[config.mk]
export PLATFORM = sky130hd
export DESIGN_NAME = pixel_byte_serializer
export DESIGN_NICKNAME = d
export VERILOG_FILES = /design/src/rtl/pixel_byte_serializer.sv
export SDC_FILE = /design/constraint.sdc
export NUM_CORES = 1
export LEC_CHECK = 0
export ABC_CLOCK_PERIOD_IN_PS = 2450
export CAP_MARGIN = 5
export CORE_UTILIZATION = 50
export CTS_CLUSTER_DIAMETER = 50
export DETAILED_ROUTE_END_ITERATION = 7
export GPL_ROUTABILITY_DRIVEN = 1
export GPL_TIMING_DRIVEN = 0
export PLACE_DENSITY = 0.8
export SYNTH_ARGS = -nofsm -noshare
export SYNTH_HDL_FRONTEND = slang
export SYNTH_SLANG_ARGS = --single-unit
[constraint.sdc]
create_clock -name clk -period 2.45 [get_ports clk]
set_input_delay 0.245 -clock clk [delete_from_list [all_inputs] [get_ports clk]]
set_output_delay 0.245 -clock clk [all_outputs]
set_load 0.01 [all_outputs]
[src/rtl/pixel_byte_serializer.sv]
// Pixel-to-byte serializer: accepts 24-bit RGB pixels and emits them as
// R, G, B bytes. It tracks the row/col position of each pixel within a
// frame, flags the final byte of a frame, and pulses frame_done after it.
module pixel_byte_serializer #(
  parameter int height = 512,
  parameter int width  = 768
) (
  input  logic                                                  clk,
  input  logic                                                  rst_n,
  input  logic                                                  pix_valid,
  output logic                                                  pix_ready,
  input  logic [23:0]                                           pix_data,
  output logic                                                  byte_valid,
  input  logic                                                  byte_ready,
  output logic [7:0]                                            byte_data,
  output logic                                                  byte_last,
  output logic [((height > 1) ? $clog2(height) : 1)-1:0]        row,
  output logic [((width > 1) ? $clog2(width) : 1)-1:0]          col,
  output logic                                                  frame_done
);

  localparam int RW = (height > 1) ? $clog2(height) : 1;
  localparam int CW = (width > 1) ? $clog2(width) : 1;
  localparam logic [RW-1:0] ROW_MAX = RW'(height - 1);
  localparam logic [CW-1:0] COL_MAX = CW'(width - 1);
  localparam logic [1:0]    IDX_R   = 2'd0;
  localparam logic [1:0]    IDX_G   = 2'd1;
  localparam logic [1:0]    IDX_B   = 2'd2;

  typedef enum logic [0:0] {
    ST_EMPTY = 1'b0,
    ST_SEND  = 1'b1
  } state_t;

  state_t        state_r, state_nxt_s;
  logic [1:0]    idx_r, idx_nxt_s;
  logic [23:0]   pix_r, pix_nxt_s;
  logic [7:0]    byte_data_r, byte_nxt_s;
  logic          byte_last_r, byte_last_nxt_s;
  logic [RW-1:0] row_r, row_nxt_s;
  logic [CW-1:0] col_r, col_nxt_s;
  logic          frame_done_r;
  logic          pix_ready_s;
  logic          pix_xfer_s;
  logic          byte_xfer_s;
  logic          idx_is_b_s;

  assign idx_is_b_s  = (idx_r == IDX_B);
  // Gating with rst_n keeps pix_ready low for the whole reset interval.
  assign pix_ready   = rst_n & pix_ready_s;
  assign pix_xfer_s  = pix_valid & pix_ready_s;
  assign byte_xfer_s = (state_r == ST_SEND) & byte_ready;

  assign byte_valid  = (state_r == ST_SEND);
  assign byte_data   = byte_data_r;
  assign byte_last   = byte_last_r;
  assign row         = row_r;
  assign col         = col_r;
  assign frame_done  = frame_done_r;

  // State register.
  always_ff @(posedge clk or negedge rst_n) begin
    if (!rst_n) begin
      state_r <= ST_EMPTY;
    end else begin
      state_r <= state_nxt_s;
    end
  end

  // Next-state logic: B byte leaving either reloads (no bubble) or empties.
  always_comb begin
    state_nxt_s = state_r;
    case (state_r)
      ST_EMPTY: begin
        if (pix_xfer_s) state_nxt_s = ST_SEND;
        else            state_nxt_s = ST_EMPTY;
      end
      ST_SEND: begin
        if (byte_xfer_s && idx_is_b_s) state_nxt_s = pix_xfer_s ? ST_SEND : ST_EMPTY;
        else                           state_nxt_s = ST_SEND;
      end
      default: state_nxt_s = ST_EMPTY;
    endcase
  end

  // Output logic: pix_ready is combinational on byte_ready while the B byte is up.
  always_comb begin
    pix_ready_s = 1'b0;
    case (state_r)
      ST_EMPTY: pix_ready_s = 1'b1;
      ST_SEND: begin
        if (idx_is_b_s) pix_ready_s = byte_ready;
        else            pix_ready_s = 1'b0;
      end
      default: pix_ready_s = 1'b0;
    endcase
  end

  // Datapath next values: byte index, held pixel, presented byte and position.
  always_comb begin
    idx_nxt_s  = idx_r;
    pix_nxt_s  = pix_r;
    byte_nxt_s = byte_data_r;
    row_nxt_s  = row_r;
    col_nxt_s  = col_r;

    if (byte_xfer_s && idx_is_b_s) begin
      if (col_r == COL_MAX) begin
        col_nxt_s = {CW{1'b0}};
        if (row_r == ROW_MAX) row_nxt_s = {RW{1'b0}};
        else                  row_nxt_s = row_r + RW'(1);
      end else begin
        col_nxt_s = col_r + CW'(1);
      end
    end else begin
      col_nxt_s = col_r;
    end

    if (pix_xfer_s) begin
      idx_nxt_s  = IDX_R;
      pix_nxt_s  = pix_data;
      byte_nxt_s = pix_data[23:16];
    end else if (byte_xfer_s && !idx_is_b_s) begin
      idx_nxt_s  = idx_r + 2'd1;
      byte_nxt_s = (idx_r == IDX_R) ? pix_r[15:8] : pix_r[7:0];
    end else if (byte_xfer_s) begin
      idx_nxt_s  = IDX_R;
    end else begin
      idx_nxt_s  = idx_r;
    end

    byte_last_nxt_s = (state_nxt_s == ST_SEND) && (idx_nxt_s == IDX_B) &&
                      (row_nxt_s == ROW_MAX) && (col_nxt_s == COL_MAX);
  end

  // Datapath registers; all outputs except pix_ready come straight from flops.
  always_ff @(posedge clk or negedge rst_n) begin
    if (!rst_n) begin
      idx_r        <= 2'd0;
      pix_r        <= 24'd0;
      byte_data_r  <= 8'd0;
      byte_last_r  <= 1'b0;
      row_r        <= {RW{1'b0}};
      col_r        <= {CW{1'b0}};
      frame_done_r <= 1'b0;
    end else begin
      idx_r        <= idx_nxt_s;
      pix_r        <= pix_nxt_s;
      byte_data_r  <= byte_nxt_s;
      byte_last_r  <= byte_last_nxt_s;
      row_r        <= row_nxt_s;
      col_r        <= col_nxt_s;
      frame_done_r <= byte_xfer_s & byte_last_r;
    end
  end

endmodule

==> Yosys cells after proc, flatten, opt, wreduce, memory -nomap -nowiden <==
Cells that the tools add are included.
{ "totals": {"in_bits": 28, "out_inout_bits": 31, "register_bits": 48} }
{ "op_classes": {"muxes": 16, "n_eq_ne": 6, "n_reduce_logical": 8, "bitwise": 5, "add_sub_neg": 3} }
{ "op_table": {"columns": ["operator", "n"], "rows": [
  ["$mux W9", 3],
  ["$mux W8", 3],
  ["$eq A10 B10 Y1 const B", 2],
  ["$mux W10", 2],
  ["$eq A9 B9 Y1 const B", 2],
  ["$add A10 B1 Y10 const B", 1],
  ["$add A9 B1 Y9 const B", 1],
  ["$mux W2", 3],
  ["$logic_and A1 B1 Y1", 5],
  ["$and A1 B1 Y1", 4],
  ["$eq A2 B2 Y1 const B", 2],
  ["$pmux W1 S2", 2],
  ["$mux W1", 3],
  ["$add A2 B1 Y2 const B", 1],
  ["$logic_not A2 Y1", 1],
  ["$reduce_bool A2 Y1", 1],
  ["$logic_not A1 Y1", 1],
  ["$not A1 Y1", 1]
]} }

==> Longest topological paths before layout <==
{ "depth": {"ltp_word": 10, "depth_mapped": 10, "mapped_depth_nobuf": 9} }

==> Worst setup path after synthesis <==
No wires, ideal clock.
{ "synth_timing": {"path_kind": "reg-to-reg", "startpoint": "register row_r[0] (netlist: row[0])", "endpoint": "register byte_last_r (netlist: byte_last)", "t_arrival_ps": 2146, "setup_slack_ps": 208, "period_less_slack_ps": 2242, "required_time_ps": 2354, "stages_incl_launch_ff": 10, "n_path_buf": 1, "cell_sequence": "dfrtp_1 -> ha_1 -> and3_1 -> nand3_1 -> nor2_1 -> ha_1 -> clkbuf_1 -> nor4b_1 -> o22ai_1 -> nor4_2"} }
{ "synth_via": {"elab_chain_cells": 7, "elab_cells_between_ends": 8} }
{ "synth_lines": {"columns": ["item", "line", "text"], "rows": [
  ["from (decl)", "40", "logic [RW-1:0] row_r, row_nxt_s;"],
  ["from (signal assigned)", "143", "row_r <= {RW{1'b0}};"],
  ["from (signal assigned)", "151", "row_r <= row_nxt_s;"],
  ["$add A9 B1 Y9 / $eq A9 B9 Y1 (equally long branches)", "111, 110", null],
  ["$mux W9", "110", "if (row_r == ROW_MAX) row_nxt_s = {RW{1'b0}};"],
  ["$mux W9", "108", "if (col_r == COL_MAX) begin"],
  ["$mux W9 (*)", "107", "if (byte_xfer_s && idx_is_b_s) begin"],
  ["$eq A9 B9 Y1 (*)", "133", "(row_nxt_s == ROW_MAX) && (col_nxt_s == COL_MAX);"],
  ["$logic_and A1 B1 Y1 (*)", "132", "byte_last_nxt_s = (state_nxt_s == ST_SEND) && (idx_nxt_s == IDX_B) &&"],
  ["$logic_and A1 B1 Y1 (*)", "133", null],
  ["net byte_last_nxt_s", "39", "logic byte_last_r, byte_last_nxt_s;"],
  ["to (signal assigned)", "150", "byte_last_r <= byte_last_nxt_s;"],
  ["to (decl)", "39", null]
]} }
Mark *: on every way through the listed nets, which the timed path passes. The rest lies on a longest branch.
A chain may end at the register's enable or synchronous reset.

==> Final worst setup path <==
{ "layout_timing": {"startpoint": "register col_r[1] (netlist: col[1])", "endpoint": "register byte_last_r (netlist: byte_last)"} }
{ "layout_via": {"elab_chain_cells": 6, "elab_cells_between_ends": 10} }
{ "layout_lines": {"columns": ["item", "line", "text"], "rows": [
  ["from (decl)", "41", "logic [CW-1:0] col_r, col_nxt_s;"],
  ["from (signal assigned)", "144", "col_r <= {CW{1'b0}};"],
  ["from (signal assigned)", "152", "col_r <= col_nxt_s;"],
  ["branches (longest 5 deep; another with $add A10 B1 Y10)", null, null],
  ["$logic_and A1 B1 Y1 (*)", "133", null],
  ["net byte_last_nxt_s", "39", null]
]} }
Mark *: on every way through the listed nets, which the timed path passes.

==> results.tsv <==
metric	value	unit
Clock Tree Root	clkbuf_8	
share of post-route cells with drive strength above 1	10.1	%
final setup TNS	0	ns
Worst Setup Start Kind	flop	
final instance area	3330	sq um
Worst VDD drop	0.524	mV
grt total ovfl	0	
Mapped Cells	267	
slowest cell on the critical path	or4b_4	
max-slew violation count	0	
Reg clk slew, reported paths	0.08	ns
Setup Skew	0.00143	ns
power share of the clock group	17.8	%
first-pass GRT wire length	9600	um
Post-DP Area	3190	sq um
DRT Pass-1 Iters	4	
sequential share of the synthesized area	47.9	%
Critical Path Fanout Max	10	
fmax	0.415	GHz
post-layout util	69.5	%
Diodes inserted	0	
Sw Share	34.7	%
buffers added on ports	58	
CP Cell Sequence	ha_2, and4b_1, or4b_4, buf_6, a2111oi_4, o221ai_2, nor4_2	
initial antenna violation count	0	
wire length per cell	14.2	um
worst slew pin tran	0.585	ns
most frequent cell after synthesis	nand2_1	
simple logic cell fraction of the synthesized area	25.8	%
post-route ant nets	0	
die width	72.8	um
syn_nets	300	
Comb pwr share	39.2	%
Layout Cells excl Fill	402	
Int Power	1.79	mW
Synth Register Bits	48	
r2r setup slk	0.04	ns
initial core utilization	52.4	%
drt total wl	5700	um
sequential power share	42.9	%
# setup viols final	0	
top post-synthesis cells by area	dfrtp_1, nand2_1, mux2i_1	
mux share of post-synthesis cell area	4.04	%
Pleak	1.48	nW
CTS tree	built	
Die Y	72.8	um
Post-Synth Adder-Cell Area	2.50	%
Die Area	5300	sq um
# DRC	0	
gpl congestion	0.887	
I/O pin count	59	
CP Class	flop to flop	
net switching power	0.952	mW
number of max-cap violations	0	
Pwr Total	2.74	mW
vias in the first global route	2084	
RSZ-0062 raised after global routing	yes	
hold crit path type	input port to asynchronous set/reset pin	
largest family of logic cells by synthesized area	simple AND/OR/NAND/NOR gates	
Detailed Place HPWL	4240	um
CP Data Required Time	2.66	ns
Final nets	367	
Async S/R FF share, synth	100	%
core area	4790	sq um
post-synthesis compound-gate area fraction	14.0	%
via count	2212	
status	completed	
Via density	5.50	
clk_lat worst skew	0.30	ns
DR iter-0 viols	120	
min Tclk post-route	2.41	ns
top cell type's share of synthesized area	47.9	%
CP Capture Type	flop	
part of the cycle the worst path needs	98.4	%
synthesized area	2510	sq um
Post-Synth XOR/XNOR Area	1.75	%
GRT Total Usage	23.7	%
row cnt	25	
Layout area overhead	32.7	%
# clock sinks	48	
CP arrival	2.62	ns
number of distinct library cells after synthesis	48	
largest area contributor in the netlist	dfrtp_1	
Hold Fails Final Rpt	0	
synthesized area per cell	9.39	sq um
H-tree depth	2	
Ys Warns	0	
dpl cells	393	
crit-path max cell delay	0.51	ns
pin count of the biggest net entering global routing	39	
commonest cells in the netlist	nand2_1, dfrtp_1, nor2_1	
prevailing post-synth register cell	dfrtp_1	
number of synthesized flops with an enable pin	0	
Num CTS Buffers	5	
maximum clock path buffer count	2	
PwrDens	824	nW/um^2
Worst slew margin	61.0	%
sequential cells by signal, indices dropped and copies added (netlist names):
name,cells
col,10
row,9
byte_last,1
idx_r,2
byte_valid,1
pix_r,16
frame_done,1
byte_data,8
power groups by stage:
| stage | logic (mW) | registers [mW] | clock network (mW) |
|---|---|---|---|
| 2_1_floorplan | 0.629 | 1.20 | 0 |
| 3_3_place_gp | 1.03 | 1.18 | 0 |
| 3_5_place_dp | 1.06 | 1.19 | 0 |
| 4_1_cts | 1.06 | 1.18 | 0.507 |
| 5_1_grt | 1.19 | 1.21 | 0.534 |
| 6_report | 1.08 | 1.18 | 0.490 |
critical path, delay by kind of cell, from the launching register on:
family / cells / cell delay (ns)
AND/OR/NAND/NOR: 3 / 1.02
buffers and inverters: 1 / 0.16
AO/OA/AOI/OAI: 2 / 0.37
flip-flops: 1 / 0.48
adder cells (fa/ha/maj): 1 / 0.29
logic make-up (layout without fill, tap and decap cells):
logic type / Yosys count / count (layout)
adder cells (fa/ha/maj): 5 / 5
flip-flops: 48 / 48
buffers and inverters: 22 / 90
AO/OA/AOI/OAI: 46 / 46
XOR/XNOR: 5 / 5
multiplexers: 10 / 10
AND/OR/NAND/NOR: 131 / 131
through the flow:
| step | worst slack (ns) | hold slack [ns] |
|---|---|---|
| final | 0.0394 | 0.351 |
| after global routing | -0.119 | 0.391 |
| after CTS | 0.00270 | 0.361 |
| after detailed placement | -0.0634 | 0.150 |
| after global placement | -0.898 | 0.457 |
| after floorplan | 0.208 | -0.0506 |
final cells by class:
type                            instances  area (sq um)
Multi-Input combinational cell        197          1240
Clock inverter                          2          10.0
Clock buffer                            6          82.6
Tap cell                               67          83.8
Sequential cell                        48          1200
Inverter                                7          26.3
Buffer                                 14          73.8
Fill cell                             386          1460
Timing Repair Buffer                   61           613
cell usage in the layout (no fill, tap or decap), drive strengths merged, types with 4 or more instances in the layout:
master         count
inv                7
clkdlybuf4s50     57
mux2i              9
a21oi              4
nand2             59
clkbuf            13
dfrtp             48
a221o              8
a31oi              4
nand3              7
o21ai             13
buf               10
nand2b             5
nand4              5
or2                5
and3               9
ha                 5
nor2              19
worst paths after layout:
check / start / to / cells after the start
max: col[1] / byte_last / 7
min: rst_n / col[8] / 2
max reg2reg: col[1] / byte_last / 7
min reg2reg: pix_r[13] / pix_r[13] / 2
max in group asynchronous: rst_n / row[0] / 3
min in group clk: pix_data[11] / pix_r[11] / 3
routing by layer:
layer	GRT usage, %	part of all wire, %	vias to the layer above
li1	-	-	1080
met1	29.7	43	1034
met2	40.1	49	87
met3	4.97	5.3	11
met4	9.15	2.2	0
met5	0	0	-
repair_timing:
item,CTS,global route
hold buffers,1,0
buffers inserted,0,1
gates resized for setup,3,8
endpoints found under the setup margin,6,22
pin swaps,0,1
endpoints found under the hold margin,10,0
Power figures use the tool's default switching activity.
